--- src/rtl/decode_ibuf.sv ---
`default_nettype none
// =============================================================================
// Module  : decode_ibuf
// Brief   : In-order instruction queue between the fetch->decode register and
//           the decoder; captures each FD bundle once, drops all on redirect.
// Revision: 1.0  initial release
// =============================================================================
module decode_ibuf #(
  parameter  int DEPTH       = 4,
  parameter  int INSTR_WIDTH = 32,
  parameter  int PC_WIDTH    = 32,
  parameter  int HIST_WIDTH  = 8,
  localparam int META_W      = HIST_WIDTH + 7,
  localparam int CNT_W       = $clog2(DEPTH) + 1
) (
  input  logic                   clk_i,
  input  logic                   rst,
  input  logic                   flush_i,
  input  logic                   fd_valid_i,
  input  logic                   fetch_ready_i,
  input  logic [INSTR_WIDTH-1:0] fd_instr_i,
  input  logic [PC_WIDTH-1:0]    fd_pc_i,
  input  logic [PC_WIDTH-1:0]    fd_npc_i,
  input  logic [META_W-1:0]      fd_meta_i,
  output logic                   decode_allow_in_o,
  input  logic                   d_ready_i,
  output logic                   d_valid_o,
  output logic [INSTR_WIDTH-1:0] d_instr_o,
  output logic [PC_WIDTH-1:0]    d_pc_o,
  output logic [PC_WIDTH-1:0]    d_npc_o,
  output logic [META_W-1:0]      d_meta_o,
  output logic [CNT_W-1:0]       ibuf_count_o
);

  localparam int PTR_W   = $clog2(DEPTH);
  localparam int ENTRY_W = INSTR_WIDTH + 2 * PC_WIDTH + META_W;

  logic [ENTRY_W-1:0] r_mem [DEPTH];
  logic [PTR_W-1:0]   r_wr_ptr;
  logic [PTR_W-1:0]   r_rd_ptr;
  logic [CNT_W-1:0]   r_count;
  logic               r_fd_new;

  logic               w_push;
  logic               w_pop;
  logic               w_valid;
  logic [CNT_W-1:0]   w_count_plus;
  logic [ENTRY_W-1:0] w_head;

  // An FD bundle is only a push candidate in the first cycle after it loads.
  assign w_push       = fd_valid_i & r_fd_new & ~flush_i;
  assign w_valid      = (r_count != '0);
  assign w_pop        = w_valid & d_ready_i & ~flush_i;
  // Room is reserved for the bundle pushed this cycle, so no decoder dependence.
  assign w_count_plus = r_count + CNT_W'(w_push);
  assign decode_allow_in_o = (w_count_plus < CNT_W'(DEPTH));

  always_ff @(posedge clk_i) begin
    if (rst || flush_i) begin
      r_wr_ptr <= '0;
      r_rd_ptr <= '0;
      r_count  <= '0;
      r_fd_new <= 1'b0;
    end else begin
      r_fd_new <= decode_allow_in_o & fetch_ready_i;
      if (w_push) r_wr_ptr <= r_wr_ptr + PTR_W'(1);
      if (w_pop)  r_rd_ptr <= r_rd_ptr + PTR_W'(1);
      r_count <= r_count + CNT_W'(w_push) - CNT_W'(w_pop);
    end
  end

  always_ff @(posedge clk_i) begin
    if (w_push && !rst) begin
      r_mem[r_wr_ptr] <= {fd_instr_i, fd_pc_i, fd_npc_i, fd_meta_i};
    end
  end

  always_ff @(posedge clk_i) begin
    if (!rst) begin
      assert (!(w_push && (r_count == CNT_W'(DEPTH))));
      assert (!(w_pop && (r_count == '0)));
    end
  end

  assign w_head       = r_mem[r_rd_ptr];
  assign d_valid_o    = w_valid;
  assign ibuf_count_o = r_count;
  assign {d_instr_o, d_pc_o, d_npc_o, d_meta_o} = w_valid ? w_head : '0;

endmodule
`default_nettype wire
--- config.mk ---
export PLATFORM = sky130hd
export DESIGN_NAME = decode_ibuf
export DESIGN_NICKNAME = d
export VERILOG_FILES = /design/src/rtl/decode_ibuf.sv
export SDC_FILE = /design/constraint.sdc
export NUM_CORES = 1
export LEC_CHECK = 0
export CORE_AREA = 4 4 191 193
export DETAILED_ROUTE_END_ITERATION = 8
export DIE_AREA = 0 0 195 197
export PLACE_DENSITY = 0.73
export SETUP_SLACK_MARGIN = 0.05
export SKIP_LAST_GASP = 1
export SLEW_MARGIN = 10
export SYNTH_ARGS = -nofsm -noshare
export SYNTH_HDL_FRONTEND = slang
export SYNTH_SLANG_ARGS = --single-unit
export TNS_END_PERCENT = 1
--- constraint.sdc ---
create_clock -name clk_i -period 6.4 [get_ports clk_i]
set_clock_uncertainty 0.1 [all_clocks]
set_input_delay 0.64 -clock clk_i [delete_from_list [all_inputs] [get_ports clk_i]]
set_output_delay 0.64 -clock clk_i [all_outputs]
set_load 0.05 [all_outputs]
==> impl_metrics.csv <==
group,metric,value,unit
routing,firstDrtPassIters,5,
timing,setup_tns,0,ns
routing,avgRoutedWirePerCell,22.69,um
worst_setup_path,end_kind,"primary output",
floorplan,initial_core_util,50.04,%
synth,ys_seq_elements,454,
synth,ys_warn_count,0,
clock_tree,clkSinkCount,454,
worst_setup_path,reg2reg_depth,3,
placed_design,place_congestion,0.7111,
worst_setup_path,critPathMaxFanout,42,
final_layout,fin_nets,1135,
timing,rsz0062_at_grt,"false",
final_layout,regArea,13540,um^2
global_route,grt_pass1_wl,52760,um
clock_tree,cts_root_buf,"clkbuf_16",
timing,worst_slew_pin_slew,0.9956,ns
power_and_ir_drop,finalPower,5864,uW
global_route,grt_max_degree,68,
routing,drc_errors,0,
floorplan,die-width,195,um
clock_tree,ctsHoldBuffers,0,
floorplan,core_area,34540,um^2
timing,hold_violations,0,
timing,relSlewSlack,33.63,%
clock_tree,numCtsBuffers,45,
synth,ys_seq_area_share,78.29,%
placed_design,place_area,20110,um^2
final_layout,drive_gt1_share,18.79,%
clock_tree,post_cts_buffers,0,
worst_setup_path,crit_arrival,3.49,ns
clock_tree,cts_tree,"done",
synth,synthCells,755,
floorplan,die_h,197,um
global_route,overflow,0,
clock_tree,path_clk_slew,0.06,ns
clock_tree,clk_latency,0.53,ns
clock_tree,cts.repair.resized,0,
worst_setup_path,critPathKind,"flip-flop to primary output",
flow_run,maxCapViolCount,0,
timing,fmax,236.6,MHz
floorplan,die_area,38420,um^2
power_and_ir_drop,p_per_area,273.0,nW/um^2
final_layout,final_area,21480,um^2
run_status,status,"finished, final reports clean",
global_route,grt_antenna_before_repair,5,
timing,setup_violations,0,
floorplan,rows,68,
timing,hold_ws,0.4387,ns
synth,syn_avg_cell_area,22.90,um^2
placed_design,hpwlAfterDp,19610,um
final_layout,fillCellCount,2438,
synth,synth_cell_types,26,
synth,syn-num-nets,880,
routing,drtIter0Drc,512,
synth,netlist_area,17290,um^2
final_layout,finish.utilization,62.18,%
routing,via_per_inst,5.453,
worst_setup_path,start_kind,"flip-flop",
routing,postRouteAntennaNets,0,
hold_path,min_path_cells,2,
timing,drv_slew,0,
timing,period_needed,4.226,ns
worst_setup_path,cp_data_required_time,5.66,ns
clock_tree,clockBufferDepth,3,
power_and_ir_drop,peakVddDrop,0.0002047,V
final_layout,multi_input_area,3543,um^2
clock_tree,htree_levels,2,
floorplan,pin_count,233,
power_and_ir_drop,power_leakage,0.006704,uW
global_route,grt_pass1_vias,8964,
placed_design,portBuffers,232,
final_layout,areaGrowthSynthToFinish,24.26,%
routing,wirelength,33980,um
final_layout,diodes,0,
global_route,grt_util_all_layers,17.70,%
routing,vias,8169,
hold_path,min_path_type,"flip-flop to flip-flop",
timing,period_share,66.03,%
-- final cells by class --
cell class / count / area share (%)
flip-flops and latches: 454 / 63.04
clock inverters: 27 / 0.8213
multi-input cells: 261 / 16.50
well taps: 455 / 2.650
repair buffers: 244 / 11.35
clock buffers: 53 / 5.580
inverters: 4 / 0.06990
-- worst max-delay path: stages (launching register included) --
cell and delay (ns):
dfxtp_4 0.93, buf_4 0.52, mux4_2 0.56, and2_1 0.20, clkdlybuf4s50_1 0.70
-- layout by cell type (no fill, tap or decap), types with 8 or more instances in the layout --
master,n
edfxtp_1,444
clkdlybuf4s50_1,232
and2_1,112
mux4_2,111
clkbuf_16,47
clkinv_1,14
buf_4,10
ha_1,8
clkinv_2,8
dfxtp_1,8
-- registers in the layout, indices dropped and copies added (netlist names), named ones only --
register,count
ibuf_count_o,3
r_fd_new,1
r_mem,444
r_rd_ptr,2
r_wr_ptr,2
-- logic make-up (layout without fill, tap and decap cells) --
group,Yosys count,after routing,share of synthesized area (%)
adders and majority gates,8,8,0.5791
xor gates and xnor gates,2,2,0.1809
DFF,454,454,78.29
and+or+nand+nor,131,131,4.669
AOI/OAI and AO/OA,6,6,0.2678
buffers and inverters,40,328,1.361
muxes,114,114,14.66
-- per-layer routing --
| metal | track usage [%] | routed length (um) | vias up |
|---|---|---|---|
| li1 | - | - | 3610 |
| met1 | 24.20 | 14000 | 4231 |
| met2 | 29.00 | 16610 | 262 |
| met3 | 5.316 | 2796 | 56 |
| met4 | 3.491 | 519 | 10 |
| met5 | 0 | 60 | - |
-- power by group --
| group | leakage [uW] | switching, uW | internal [uW] | total (uW) |
|---|---|---|---|---|
| Sequential | 0.00407 | 2.06 | 3270 | 3270 |
| Combinational | 0.00196 | 69.7 | 80.3 | 150 |
| Clock | 0.000673 | 1040 | 1410 | 2450 |
-- metrics by stage --
stage          cells  worst slack, ns
6_report        1498            2.174
5_1_grt         1498            1.887
4_1_cts         1498            2.037
3_5_place_dp    1418            2.631
3_3_place_gp    1418            2.643
2_1_floorplan    755            2.367
-- synthesized netlist by cell type --
master,instances,area (um^2)
dfxtp_1,10,200.2
buf_6,9,101.4
clkbuf_1,15,56.30
or3_1,1,6.260
mux4_2,111,2500
nor2_1,5,18.77
nor3_1,2,10.01
nand3b_1,1,7.510
xnor3_1,1,22.52
mux2_2,3,33.78
o31ai_1,1,7.510
a21bo_2,2,20.02
a21oi_1,2,10.01
xnor2_1,1,8.760
nand3_1,1,5.000
and2_1,112,700.7
nor2b_1,1,6.260
inv_1,4,15.01
and3_1,5,31.28
o311ai_0,1,8.760
edfxtp_1,444,13330
or2_2,1,6.260
ha_1,8,100.1
buf_2,11,55.05
nor3b_1,2,15.01
buf_4,1,7.510
-- path summary, 6_finish.rpt --
path                  startpoint                  endpoint  slack (ns)
min          r_fd_new$_SDFF_PP0_  r_wr_ptr[1]$_SDFFE_PP0N_        0.44
max                    flip-flop                d_npc_o[3]        2.17
min reg2reg  r_fd_new$_SDFF_PP0_  r_wr_ptr[1]$_SDFFE_PP0N_        0.44
max reg2reg  r_fd_new$_SDFF_PP0_    r_mem[2][76]$_DFFE_PP_        3.76
No activity file was read; power rests on OpenSTA's default activity.
